--- src/rtl/instruction_fetch_pkg.sv ---
// Shared types and constants for the instruction fetch stage.
package fetch_pkg;
  localparam logic [31:0] NOP_INSTR   = 32'h0000_0013;
  localparam int          INSTR_BYTES = 4;

  typedef enum logic [1:0] {BOOT, RUN, FAULT} fetch_state_t;
endpackage

--- src/rtl/instruction_fetch_if.sv ---
// Fetch-side bus bundle: instruction memory port, redirect input and IF/ID handshake.
interface instruction_fetch_if;
  logic [31:0] imem_pc;
  logic [31:0] imem_instr;
  logic        redirect_valid;
  logic [31:0] redirect_target;
  logic        id_ready;
  logic        if_valid;
  logic [31:0] if_instr;
  logic [31:0] if_pc;
  logic        fetch_fault;
  logic [31:0] perf_fetch_count;
  logic [31:0] perf_stall_count;

  modport master (
    output imem_pc, if_valid, if_instr, if_pc, fetch_fault,
           perf_fetch_count, perf_stall_count,
    input  imem_instr, redirect_valid, redirect_target, id_ready
  );

  modport slave (
    input  imem_pc, if_valid, if_instr, if_pc, fetch_fault,
           perf_fetch_count, perf_stall_count,
    output imem_instr, redirect_valid, redirect_target, id_ready
  );
endinterface

--- src/rtl/instruction_fetch_pc_next.sv ---
// Next-PC selection: redirect beats sequential advance; misaligned redirects never load.
module fetch_pc_next
  import fetch_pkg::*;
(
  input  logic [31:0]  pc_q,
  input  fetch_state_t state,
  input  logic         fire,
  input  logic         redirect_valid,
  input  logic [31:0]  redirect_target,
  output logic [31:0]  pc_next,
  output logic         misalign
);

  always_comb begin
    pc_next  = pc_q;
    misalign = 1'b0;
    if (state == RUN) begin
      if (redirect_valid) begin
        misalign = (redirect_target[1:0] != 2'b00);
        if (!misalign) pc_next = redirect_target;
      end else if (fire) begin
        pc_next = pc_q + 32'(INSTR_BYTES);
      end
    end
  end

endmodule

--- src/rtl/instruction_fetch.sv ---
// Instruction fetch stage: PC, IF/ID output register and redirect/fault handling.
// Optional performance counters are built when FETCH_PERF_EN is defined.
//
// state | meaning
// BOOT  | single idle cycle after reset release, outputs invalid
// RUN   | fetching, stalling on decode backpressure, taking redirects
// FAULT | misaligned redirect seen; frozen until reset
module instruction_fetch
  import fetch_pkg::*;
#(
  parameter logic [31:0] RESET_VECTOR = 32'h0000_0000,
  parameter int unsigned IMEM_DEPTH   = 32
) (
  input  logic clk,
  input  logic rst,
  instruction_fetch_if.master bus
);

  fetch_state_t state_q, state_d;
  logic [31:0]  pc_q, pc_d;
  logic         misalign;
  logic         fire;
  logic [31:0]  fetch_word;
  logic         if_valid_q;
  logic [31:0]  if_instr_q;
  logic [31:0]  if_pc_q;
  logic         fault_q;

  assign fire = (state_q == RUN) && (!if_valid_q || bus.id_ready);

  // Words past the end of memory are fetched as NOPs rather than faulting.
  assign fetch_word = ({2'b00, pc_q[31:2]} >= 32'(IMEM_DEPTH)) ? NOP_INSTR : bus.imem_instr;

  fetch_pc_next u_pc_next (
    .pc_q            (pc_q),
    .state           (state_q),
    .fire            (fire),
    .redirect_valid  (bus.redirect_valid),
    .redirect_target (bus.redirect_target),
    .pc_next         (pc_d),
    .misalign        (misalign)
  );

  always_ff @(posedge clk or posedge rst) begin
    if (rst) begin
      state_q <= BOOT;
      pc_q    <= RESET_VECTOR;
    end else begin
      state_q <= state_d;
      pc_q    <= pc_d;
    end
  end

  always_comb begin
    state_d = state_q;
    case (state_q)
      BOOT:    state_d = RUN;
      RUN:     if (misalign) state_d = FAULT;
      FAULT:   state_d = FAULT;
      default: state_d = BOOT;
    endcase
  end

  always_ff @(posedge clk or posedge rst) begin
    if (rst) begin
      if_valid_q <= 1'b0;
      if_instr_q <= NOP_INSTR;
      if_pc_q    <= 32'h0;
      fault_q    <= 1'b0;
    end else if (state_q == RUN) begin
      if (bus.redirect_valid) begin
        if_valid_q <= 1'b0;
        if (misalign) fault_q <= 1'b1;
      end else if (fire) begin
        if_valid_q <= 1'b1;
        if_instr_q <= fetch_word;
        if_pc_q    <= pc_q;
      end
    end else begin
      if_valid_q <= 1'b0;
    end
  end

  assign bus.imem_pc     = {2'b00, pc_q[31:2]};
  assign bus.if_valid    = if_valid_q;
  assign bus.if_instr    = if_instr_q;
  assign bus.if_pc       = if_pc_q;
  assign bus.fetch_fault = fault_q;

`ifdef FETCH_PERF_EN
  logic [31:0] fetch_cnt_q;
  logic [31:0] stall_cnt_q;

  always_ff @(posedge clk or posedge rst) begin
    if (rst) begin
      fetch_cnt_q <= 32'h0;
      stall_cnt_q <= 32'h0;
    end else if (if_valid_q) begin
      if (bus.id_ready) fetch_cnt_q <= fetch_cnt_q + 32'h1;
      else              stall_cnt_q <= stall_cnt_q + 32'h1;
    end
  end

  assign bus.perf_fetch_count = fetch_cnt_q;
  assign bus.perf_stall_count = stall_cnt_q;
`else
  assign bus.perf_fetch_count = 32'h0;
  assign bus.perf_stall_count = 32'h0;
`endif

endmodule

--- src/flat_wrapper.sv ---
// flat-port wrapper written by rule: the top's interface ports become plain ports
module instruction_fetch_flat import fetch_pkg::*;
#(
  parameter logic [31:0] RESET_VECTOR = 32'h0000_0000,
  parameter int unsigned IMEM_DEPTH   = 32
)
  (clk, rst, bus_imem_pc, bus_if_valid, bus_if_instr, bus_if_pc, bus_fetch_fault, bus_perf_fetch_count, bus_perf_stall_count, bus_imem_instr, bus_redirect_valid, bus_redirect_target, bus_id_ready);
  instruction_fetch_if bus_i ();
  input  logic clk;
  input  logic rst;
  output wire logic [$bits(bus_i.imem_pc)-1:0] bus_imem_pc;
  output wire logic [$bits(bus_i.if_valid)-1:0] bus_if_valid;
  output wire logic [$bits(bus_i.if_instr)-1:0] bus_if_instr;
  output wire logic [$bits(bus_i.if_pc)-1:0] bus_if_pc;
  output wire logic [$bits(bus_i.fetch_fault)-1:0] bus_fetch_fault;
  output wire logic [$bits(bus_i.perf_fetch_count)-1:0] bus_perf_fetch_count;
  output wire logic [$bits(bus_i.perf_stall_count)-1:0] bus_perf_stall_count;
  input wire logic [$bits(bus_i.imem_instr)-1:0] bus_imem_instr;
  input wire logic [$bits(bus_i.redirect_valid)-1:0] bus_redirect_valid;
  input wire logic [$bits(bus_i.redirect_target)-1:0] bus_redirect_target;
  input wire logic [$bits(bus_i.id_ready)-1:0] bus_id_ready;
  assign bus_imem_pc = bus_i.imem_pc;
  assign bus_if_valid = bus_i.if_valid;
  assign bus_if_instr = bus_i.if_instr;
  assign bus_if_pc = bus_i.if_pc;
  assign bus_fetch_fault = bus_i.fetch_fault;
  assign bus_perf_fetch_count = bus_i.perf_fetch_count;
  assign bus_perf_stall_count = bus_i.perf_stall_count;
  assign bus_i.imem_instr = bus_imem_instr;
  assign bus_i.redirect_valid = bus_redirect_valid;
  assign bus_i.redirect_target = bus_redirect_target;
  assign bus_i.id_ready = bus_id_ready;
  instruction_fetch #(.RESET_VECTOR(RESET_VECTOR), .IMEM_DEPTH(IMEM_DEPTH)) u_core (.clk(clk), .rst(rst), .bus(bus_i));
endmodule
--- config.mk ---
export PLATFORM = sky130hd
export DESIGN_NAME = instruction_fetch_flat
export DESIGN_NICKNAME = d
export VERILOG_FILES = /design/src/rtl/instruction_fetch_pkg.sv /design/src/rtl/instruction_fetch_if.sv /design/src/rtl/instruction_fetch_pc_next.sv /design/src/rtl/instruction_fetch.sv /design/src/flat_wrapper.sv
export SDC_FILE = /design/constraint.sdc
export NUM_CORES = 1
export LEC_CHECK = 0
export BUFFER_PORTS_ARGS = -buffer_cell sky130_fd_sc_hd__buf_2
export CORE_UTILIZATION = 40
export CTS_BUF_LIST = sky130_fd_sc_hd__clkbuf_8
export CTS_CLUSTER_DIAMETER = 60
export CTS_CLUSTER_SIZE = 8
export DETAILED_ROUTE_END_ITERATION = 10
export GPL_TIMING_DRIVEN = 1
export PLACE_DENSITY = 0.72
export SLEW_MARGIN = 20
export SYNTH_ARGS = -nofsm -noshare
export SYNTH_HDL_FRONTEND = slang
export SYNTH_HIERARCHICAL = 1
export SYNTH_SLANG_ARGS = --single-unit
--- constraint.sdc ---
create_clock -name clk -period 6.79 [get_ports clk]
set_input_delay 0.679 -clock clk [delete_from_list [all_inputs] [get_ports clk]]
set_output_delay 0.679 -clock clk [all_outputs]
set_load 0.02 [all_outputs]
==> Yosys cells after proc, flatten, opt, wreduce, memory -nomap -nowiden <==
Index checks and enable logic that the tools add are counted.
{ "op_classes": {"n_addsub": 1, "n_lt_le_gt_ge": 1, "n_eq_ne": 5, "mux": 11, "n_bitwise": 1, "reduce_logical": 9} }
{ "op_table": {"columns": ["operator", "n"], "rows": [
  ["32-bit 2-to-1 mux", 4],
  ["32-bit by 3-bit adder with 32-bit output, second input constant", 1],
  ["30-bit by 6-bit greater-or-equal comparator with 1-bit output, second input constant", 1],
  ["3-bit AND reduction", 3],
  ["2-bit case mux with 3 select lines", 1],
  ["1-bit 2-to-1 mux", 5],
  ["2-bit nonzero test", 2],
  ["3-bit by 2-bit != test with 1-bit output, second input constant", 1],
  ["2-bit by 1-bit equality test with 1-bit output, second input constant", 1],
  ["2-bit equality test, second input constant", 1],
  ["2-bit logical NOT", 1],
  ["2-bit 2-to-1 mux", 1],
  ["2-bit by 1-bit != test with 1-bit output, second input constant", 1],
  ["2-bit != test, second input constant", 1],
  ["1-bit logical AND", 1],
  ["1-bit logical NOT", 1],
  ["1-bit logical OR", 1],
  ["1-bit NOT", 1]
]} }
{ "totals": {"reg_bits": 100, "inputBits": 68, "out_inout_bits": 162, "wordCells": 34} }

==> Longest topological paths before layout <==
Gate-level depths: netlist (run 1).
{ "logic_depth": {"ltp_word": 6, "ltp_mapped": 10} }

==> Hierarchy <==
Netlist (run 1), hierarchy kept.
{ "by_module_without_submodules": {"columns": ["mod", "n_inst", "cells_each", "area_each_um2", "seq_area_each_um2"], "rows": [
  ["instruction_fetch", 1, 416, 4792.1, 2506.2],
  ["fetch_pc_next", 1, 220, 1510.2, 0.0]
]} }

==> Worst setup path before layout (run 1) <==
Ideal clock, no wire load.
{ "synth_timing": {"kind": "input to register", "startpoint": "input bus_id_ready", "endpoint": "register u_core.pc_q[26]", "setup_ps": 127, "arrival_time_ps": 2500, "required_time_ps": 6663, "path_slack_ps": 4162, "stages": 9, "n_path_buf": 3, "path_cell_list": "nand2b_1 buf_2 clkbuf_1 and2_1 buf_2 nand4_2 nor4_4 nand4_1 mux2_1"} }
{ "synth_between": {"elab_chain_len": 4} }
{ "synth_rtl": {"columns": ["item", "line", "rtl"], "rows": [
  ["from (decl)", "flat_wrapper.sv:21", "input wire logic [$bits(bus_i.id_ready)-1:0] bus_id_ready;"],
  ["1-bit logical OR", "instruction_fetch.sv:29", "assign fire = (state_q == RUN) && (!if_valid_q || bus.id_ready);"],
  ["1-bit logical AND", "instruction_fetch.sv:29", null],
  ["via u_core.fire", "instruction_fetch.sv:22", "logic fire;"],
  ["2-bit nonzero test (no line)", null, null],
  ["3-bit AND reduction (no line)", null, null],
  ["to (signal assigned)", "instruction_fetch.sv:50", "pc_q <= pc_d;"],
  ["to (decl)", "instruction_fetch.sv:20", "logic [31:0] pc_q, pc_d;"]
]} }
The timed path passes the listed nets, and every way through them passes these cells.
A chain may end at the register's enable or synchronous reset.

==> Worst setup path in the final report (run 1) <==
{ "layout_timing": {"startpoint": "register u_core.state_q[1]", "endpoint": "register u_core.pc_q[24]"} }
{ "layout_between": {"elab_chain_len": 4} }
{ "layout_rtl": {"columns": ["item", "line", "rtl"], "rows": [
  ["from (decl)", "instruction_fetch.sv:19", "fetch_state_t state_q, state_d;"],
  ["from (signal assigned)", "instruction_fetch.sv:49", "state_q <= state_d;"],
  ["2-bit by 1-bit equality test with 1-bit output", "instruction_fetch.sv:29", null],
  ["1-bit logical AND", "instruction_fetch.sv:29", null],
  ["via u_core.fire", "instruction_fetch.sv:22", null],
  ["2-bit nonzero test (no line)", null, null],
  ["3-bit AND reduction (no line)", null, null]
]} }
The timed path passes the listed nets, and every way through them passes these cells.

==> out/results.txt, run 1 <==
Max H-tree Level: 3
initial antenna violation count: 0
CP max stage delay: 0.79 ns
EDFF count, synth: 0
Critical Path RT: 7.03 ns
maximum clock rate: 335 MHz
mux share of post-synthesis cell area: 6.06%
leakage: 0.00323 uW
DRC: 0
total gr overflow: 0
most frequent cell after synthesis: buf_4
postcts setup bufs: 0
routed len/inst: 17.6 um
Max Clock Skew: 0.0146 ns
R2R Path End: u_core/pc_q[24]
Yosys top cell area share: 38.5%
crit path buf inv count: 1
# diodes: 0
Detailed Place HPWL: 11200 um
FF-to-FF path depth: 7
CP Class: reg -> reg
number of synthesized register bits: 100
Distinct cells, synth: 67
deepest clock path buffer count: 2
Fin Setup TNS: 0 ns
# hold bufs at CTS: 0
VDD IR max: 186 uV
CTS tree: yes
GRT Overall Usage: 20.3%
Post-Synth XOR/XNOR Area: 0%
Reg clk slew, reported paths: 0.10 ns
critical path capture point type: register
pre-CTS WS: 3.39 ns
Tightest Pin Transition: 0.971 ns
reg2reg setup slack: 3.80 ns
Row Count: 45
setup repair after global routing missed its margin: no
synthesized area: 6300 um2
# port buffers: 163
Area growth syn-to-layout: 9.49%
Synth Area in Compound Gates: 18.6%
Vias/cell: 5.59
Final Setup Violations: 0
period utilization: 44.0%
Mapped Cells: 636
Post-Synth Simple-Gate Area: 18.4%
r2r startpoint: u_core/state_q[1]
final net count: 805
outcome: completed
layout cells sized above 1: 32.5%
filler instances: 1561
largest family of logic cells by synthesized area: compound AO/OA/AOI/OAI gates
Layout Utilization: 45.1%
post-route ant nets: 0
Resize count post-CTS: 0
CP Cell Sequence: inv_1 > ha_1 > and2_1 > nand4_2 > nor4_4 > and2_1 > a211oi_2
latest clock arrival within the worst-skew pair: 0.38 ns
vias in the first global route: 4754
CP max FO: 14
Final Wtd Congestion: 0.855
final worst slack: 3.80 ns
Max Cap Viol: 0
top cells by area, synth: dfrtp_1, buf_4, nor4b_1, o31ai_1, nand3_1
largest net degree at the start of global routing: 68
CP Launch Type: register
CTS Buf Count: 9
crit path time final: 2.99 ns
1st-iter DRT viols: 319
Primary FF master, synth: dfrtp_1
Final Max Tran Viols: 0
slowest stage cell, crit path: nor4_4
top cells by count, synth: buf_4, dfrtp_1, nand3_1
Critical Path AT: 3.22 ns
Syn. warnings: 6
die width: 128 um
Pre-antenna DRT Iters: 7
Synth area leader: dfrtp_1
first-pass GRT wire length: 25900 um
die area: 16300 um2
die height: 128 um
CTS Sinks: 100
Synth Area in Adders: 0.596%
core area: 15300 um2
routed vias: 5312
sequential element share of the synthesized area: 39.8%
PD cells: 355 nW/um2
final hold violation count: 0
HP Class: in -> async
syn avg cell area: 9.91 um2
Initial Util: 41.2%
Total Routed Length: 16700 um
Worst path top cell family by delay: simple AND/OR/NAND/NOR gates
slew margin rel.: 35.1%
Ports: 230
Root Driver: clkbuf_8
asr flop ratio synth: 100%
Most common cell on crit path: and2_1
routing by layer:
layer  up-vias  share of wire, %  global-route usage, %
li1       2428                 -                      -
met1      2600                45                   28.5
met2       270                47                   31.8
met3        14               7.1                   4.27
met4         0               1.1                   4.97
met5         -                 0                      0
cell families (layout without fill, tap and decap cells):
kind of cell	Yosys count	in the layout
fa+ha+maj	3	3
flops	100	100
buf+inv	160	198
simple gates	175	175
other cells	1	66
mux	34	34
compound gates	163	163
sequential cells by signal, summed over array words and instances, names as in the netlist:
signal,flops
u_core/bus.fetch_fault,1
u_core/pc_q,32
u_core/bus.if_pc,32
u_core/bus.if_instr,32
u_core/bus.if_valid,1
u_core/state_q,2
placed cells by master (no fill, tap or decap), types with 4 or more instances in the layout:
| cell | count |
|---|---|
| a311oi_1 | 8 |
| a211oi_1 | 9 |
| and2_1 | 6 |
| nand3_1 | 41 |
| and3_1 | 6 |
| nor4_1 | 7 |
| nor2_1 | 17 |
| buf_4 | 8 |
| nor4_2 | 5 |
| dfrtp_1 | 97 |
| and4_1 | 6 |
| clkbuf_8 | 10 |
| mux2_2 | 15 |
| o31ai_1 | 31 |
| a21oi_1 | 14 |
| o31a_1 | 4 |
| nand4_2 | 4 |
| conb_1 | 66 |
| buf_2 | 163 |
| mux2_1 | 18 |
| inv_1 | 10 |
| o22a_1 | 7 |
| nand2_1 | 13 |
| o21ai_0 | 34 |
| o22ai_1 | 22 |
| nor3_1 | 11 |
| a211oi_2 | 7 |
| nor4b_1 | 29 |
| nand4_1 | 8 |
through the flow:
stage               total power, uW  std cells  hold WS [ns]  area [um2]
detailed placement             2070        934         0.456        6690
global route                   2610        950         0.327        6900
global placement               2050        934         0.451        6690
floorplan                      1870        701         0.449        6550
CTS                            2460        950         0.296        6890
finish                         2450        950         0.305        6900
area by class of cell:
cell class	instances	area, um2	area share [%]
timing repair buffer	171	876	12.7
sequential	100	2510	36.3
multi-input combinational	441	3010	43.7
clock buffer	10	138	1.99
clock inverter	6	58.8	0.852
tap	211	264	3.83
inverter	11	43.8	0.635
worst max path at each step:
stage | from | to | slack (ns) | cells after the start
after detailed placement | bus_redirect_valid | u_core/bus.if_pc[15] | 3.39 | 4
after global routing | u_core/state_q[1] | u_core/pc_q[26] | 3.68 | 7
final | u_core/state_q[1] | u_core/pc_q[24] | 3.80 | 7
after floorplan | rst | u_core/bus.fetch_fault | 3.50 | 1
after CTS | u_core/state_q[1] | u_core/bus.if_pc[15] | 3.79 | 5
after global placement | bus_redirect_valid | u_core/bus.if_pc[9] | 3.42 | 4
report_power, final:
group | leakage, uW | internal (uW) | switching [uW]
logic | 0.00180 | 398 | 697
registers | 0.00132 | 748 | 224
clock network | 0.000105 | 178 | 206
Power figures use the tool's default switching activity.
==> run 2: changes to the inputs <==
- clock period: 6.79 -> 2.8 ns (I/O delays scaled with it)
==> out/results.txt, run 2 (synthesized netlist as in run 1, its figures left out) <==
routed len/inst: 17.8 um (+1.4%)
CP max FO: 14 (unchanged)
Pre-antenna DRT Iters: 4 (-3)
vias in the first global route: 4952 (+4.2%)
reg2reg setup slack: 0.42 ns (-3.38 ns)
FF-to-FF path depth: 8 (+1)
Ports: 230 (unchanged)
leakage: 0.00331 uW (+2.6%)
# port buffers: 163 (unchanged)
combinational share of power: 43.6% (-1.1 points)
DR WL met2: 7940 um (+0.75%)
r2r startpoint: u_core/state_q[1]
R2R Path End: u_core/pc_q[26]
die height: 128 um (unchanged)
Root Driver: clkbuf_8
slew margin rel.: 36.0% (+0.86 points)
VDD IR max: 527 uV (+180%)
WL met1: 7470 um (+0.38%)
total gr overflow: 0 (unchanged)
sw frac: 46.0% (about the same)
Area growth syn-to-layout: 11.8%
Row Count: 45 (unchanged)
maximum clock rate: 421 MHz (+26%)
1st-iter DRT viols: 377 (+18%)
Max Cap Viol: 0 (unchanged)
die width: 128 um (unchanged)
Critical Path AT: 2.66 ns (-0.56 ns)
CTS Buf Count: 9 (unchanged)
commonest non-fill, non-tap cells in the layout: buf_2, dfrtp_1, conb_1
GRT Overall Usage: 21.2% (+0.89 points)
final hold violation count: 0 (unchanged)
crit path time final: 2.38 ns (-0.609 ns)
final net count: 822 (+2.1%)
Vias/cell: 5.60 (+0.11%)
latest clock arrival within the worst-skew pair: 0.39 ns (about the same)
Max H-tree Level: 3 (unchanged)
CP max stage delay: 0.45 ns (-0.34 ns)
met3 WL: 1510 um (+27%)
Switch Pwr: 2810 uW (+150%)
CP Class: reg -> reg
Seq pwr share: 39.8% (about the same)
slowest stage cell, crit path: dfrtp_1
post-route ant nets: 0 (unchanged)
core area: 15300 um2 (unchanged)
Detailed Place HPWL: 11600 um (+3.0%)
Final Setup Violations: 0 (unchanged)
Highest Signal Layer: met4
Total Routed Length: 17200 um (+3.2%)
first-pass GRT wire length: 26900 um (+3.6%)
hold slack: 0.0507 ns (-0.254 ns)
period utilization: 84.9% (+41 points)
postcts setup bufs: 0 (unchanged)
Final Wtd Congestion: 0.915 (+7.1%)
Clock Power Share: 16.6% (+0.9 points)
Reg clk slew, reported paths: 0.10 ns (about the same)
HP Class: in -> async
pre-CTS WS: 0.477 ns (-2.92 ns)
Fin Setup TNS: 0 ns (unchanged)
Tightest Pin Transition: 0.960 ns (-0.0106 ns)
CP Cell Sequence: inv_1 > ha_1 > and2_1 > nand4_2 > nor4_4 > buf_4 > nand4_1 > mux2_1
routed vias: 5413 (+1.9%)
die area: 16300 um2 (unchanged)
# diodes: 0 (unchanged)
initial antenna violation count: 0 (unchanged)
setup repair after global routing missed its margin: no
# hold bufs at CTS: 0 (unchanged)
P_int: 3300 uW (+150%)
Resize count post-CTS: 0 (unchanged)
deepest clock path buffer count: 2 (unchanged)
Final Max Tran Viols: 0 (unchanged)
DRC: 0 (unchanged)
CP Launch Type: register
Max Clock Skew: 0.0102 ns (-0.00441 ns)
layout cells sized above 1: 33.9% (+1.4 points)
PD cells: 866 nW/um2 (+140%)
commonest non-fill, non-tap cell in the layout: buf_2
CTS tree: yes
CTS Sinks: 100 (unchanged)
critical path capture point type: register
final worst slack: 0.422 ns (-3.38 ns)
Initial Util: 41.2% (unchanged)
outcome: completed
largest net degree at the start of global routing: 101 (+49%)
Critical Path RT: 3.08 ns (-3.95 ns)
run 2: layout make-up:
class                      count  area (um2)
clock buffer                  11         151
clock inverter                 5        58.8
fill                        1505        8270
inverter                      11        45.0
multi-input combinational    441        3000
sequential                   100        2510
tap                          211         264
timing repair buffer         188        1020
run 2: worst max path at each step:
stage	to	slack, ns	from	depth (start not counted)
6_report	u_core/pc_q[26]	0.42	u_core/state_q[1]	8
4_1_cts	u_core/pc_q[26]	0.45	u_core/state_q[1]	8
2_1_floorplan	u_core/pc_q[26]	0.39	u_core/bus.if_valid	9
3_5_place_dp	u_core/pc_q[26]	0.48	u_core/state_q[1]	8
3_3_place_gp	u_core/pc_q[26]	0.57	u_core/state_q[1]	8
5_1_grt	u_core/pc_q[26]	0.30	u_core/state_q[1]	8
run 2: power groups by stage:
stage / Sequential [uW] / Combinational [uW] / Clock, uW
final: 2430 / 2660 / 1010
after global routing: 2510 / 2870 / 1100
after CTS: 2430 / 2660 / 1050
after detailed placement: 2460 / 2650 / 0
after global placement: 2440 / 2620 / 0
after floorplan: 2440 / 2090 / 0
run 2: critical path, delay by kind of cell (launching register included):
kind / cells / cell delay [ns]
fa+ha+maj: 1 / 0.22
flops: 1 / 0.45
buf+inv: 2 / 0.35
mux: 1 / 0.32
simple gates: 4 / 0.91
run 2: routing by layer:
layer,vias to the layer above,GRT usage (%)
met5,-,0
met4,0,7.91
met3,23,3.77
met2,309,33.9
met1,2625,28.6
li1,2456,-
run 2: stage by stage:
stage	area, um2	power, uW	util, %	cells
after floorplan	6550	4530	-	701
after global placement	6840	5070	44.6	951
after detailed placement	6840	5110	44.6	951
after CTS	7050	6140	46.0	967
after global routing	7050	6480	46.0	967
final	7050	6100	46.0	967
==> run 3: changes to the inputs <==
- PLACE_DENSITY: 0.72 -> 0.74
- clock period: 2.8 -> 1.9 ns (I/O delays scaled with it)
==> out/results.txt, run 3 (synthesized netlist as in run 1, its figures left out) <==
# diodes: 0 (unchanged)
latest clock arrival within the worst-skew pair: 0.39 ns (about the same)
GRT Overall Usage: 21.7% (+0.56 points)
post-route ant nets: 0 (unchanged)
commonest non-fill, non-tap cells in the layout: buf_2, dfrtp_1, conb_1
Critical Path RT: 2.17 ns (-0.91 ns)
core area: 15300 um2 (unchanged)
first-pass GRT wire length: 27700 um (+3.2%)
layout cells sized above 1: 38.7% (+4.8 points)
CTS Sinks: 100 (unchanged)
period utilization: 97.9% (+13 points)
Reg clk slew, reported paths: 0.10 ns (about the same)
HP Class: in -> reg
slowest stage cell, crit path: dfrtp_1
CP Class: reg -> reg
setup repair after global routing missed its margin: yes
dpl cells: 986 (+3.7%)
CP Launch Type: register
vias in the first global route: 5189 (+4.8%)
Ports: 230 (unchanged)
commonest non-fill, non-tap cell in the layout: buf_2
critical path capture point type: register
crit path time final: 1.86 ns (-0.517 ns)
Pwr Total: 9460 uW (+55%)
Worst path top cell family by delay: simple AND/OR/NAND/NOR gates
Final Wtd Congestion: 0.893 (-2.4%)
CP Cell Sequence: inv_2 > ha_4 > and2_4 > nand4_4 > nor4_4 > buf_4 > nand4_1 > mux2_4
CP max FO: 6 (-8)
final hold violation count: 0 (unchanged)
# port buffers: 163 (unchanged)
Fin Setup TNS: 0 ns (unchanged)
Pre-antenna DRT Iters: 5 (+1)
CP max stage delay: 0.40 ns (-0.05 ns)
storage element area: 2510 um2 (about the same)
leakage: 0.00357 uW (+7.8%)
Clock Power Share: 15.7% (-0.9 points)
total gr overflow: 0 (unchanged)
combinational share of power: 50.1% (+6.5 points)
Initial Util: 41.2% (unchanged)
sw frac: 44.5% (-1.5 points)
CTS tree: yes
die width: 128 um (unchanged)
routed len/inst: 17.4 um (-2.1%)
Detailed Place HPWL: 12200 um (+5.3%)
die height: 128 um (unchanged)
DRC: 0 (unchanged)
P_int: 5260 uW (+59%)
final net count: 862 (+4.9%)
Max Clock Skew: 0.0183 ns (+0.00811 ns)
CTS Buf Count: 9 (unchanged)
Vias/cell: 5.57 (-0.44%)
PD cells: 1250 nW/um2 (+45%)
deepest clock path buffer count: 2 (unchanged)
Max H-tree Level: 3 (unchanged)
outcome: completed
Critical Path AT: 2.13 ns (-0.53 ns)
non-filler cells, final: 1007 (+4.1%)
Seq pwr share: 34.3% (-5.5 points)
Total Routed Length: 17600 um (+1.9%)
Final Setup Violations: 0 (unchanged)
crit path buf inv count: 2 (unchanged)
maximum clock rate: 538 MHz (+28%)
VDD IR max: 696 uV (+32%)
largest net degree at the start of global routing: 46 (-54%)
routed vias: 5612 (+3.7%)
Switch Pwr: 4210 uW (+50%)
Area growth syn-to-layout: 19.8%
die area: 16300 um2 (unchanged)
reg2reg setup slack: 0.04 ns (-0.38 ns)
filler instances: 1510 (+0.33%)
1st-iter DRT viols: 291 (-23%)
Row Count: 45 (unchanged)
Max Cap Viol: 0 (unchanged)
Multi-input gate area: 3100 um2 (+3.1%)
Final Max Tran Viols: 0 (unchanged)
Root Driver: clkbuf_8
initial antenna violation count: 0 (unchanged)
-- run 3: cell type report --
class                      count  area share, %
sequential                   100           33.2
tap                          211           3.50
clock buffer                  12           2.19
timing repair buffer         228           18.9
multi-input combinational    441           41.0
clock inverter                 4          0.630
inverter                      11          0.596
-- run 3: through the flow --
stage          hold WS [ns]  setup WS (ns)  cell area, um2  util, %
3_5_place_dp          0.201        -0.0139            7250     47.4
4_1_cts              0.0376        0.00805            7470     48.8
2_1_floorplan         0.318         -0.229            6630        -
5_1_grt              0.0684        -0.0361            7550     49.3
3_3_place_gp          0.206         0.0262            7250     47.4
6_report             0.0653         0.0399            7550     49.3
-- run 3: final timing paths --
check / endpoint / from / depth (start not counted)
min: u_core/pc_q[25] / bus_redirect_target[25] / 3
max: u_core/pc_q[26] / u_core/state_q[1] / 8
max reg2reg: u_core/pc_q[26] / u_core/state_q[1] / 8
max in group asynchronous: u_core/bus.if_instr[0] / rst / 4
min reg2reg: u_core/bus.fetch_fault / u_core/bus.fetch_fault / 1
min in group asynchronous: u_core/bus.if_pc[1] / rst / 3
-- run 3: power by group through the flow --
stage,sequential [uW],combinational [uW],clock [uW]
CTS,3240,4680,1540
global placement,3260,4600,0
detailed placement,3280,4670,0
finish,3240,4740,1480
global route,3330,5120,1610
floorplan,3620,3140,0
-- run 3: per-layer routing --
metal | vias to the layer above | track usage (%) | routed length [um]
met5 | - | 0 | 0
met4 | 0 | 7.42 | 395
met3 | 32 | 4.48 | 1380
met2 | 288 | 34.8 | 8260
met1 | 2733 | 29.2 | 7530
li1 | 2559 | - | -
-- run 3: worst register-to-register path: stages (launching register included) --
cell,delay (ns)
dfrtp_1,0.40
inv_2,0.08
ha_4,0.13
and2_4,0.18
nand4_4,0.12
nor4_4,0.22
buf_4,0.18
nand4_1,0.12
mux2_4,0.32
-- run 3: repair_timing --
| action | CTS | global route |
|---|---|---|
| gates resized for setup | 0 | 10 |
| endpoints found under the hold margin | 12 | 0 |
| hold buffers | 1 | 0 |
| buffers inserted | 0 | 4 |
| endpoints found under the setup margin | 6 | 17 |
| pin swaps | 1 | 4 |
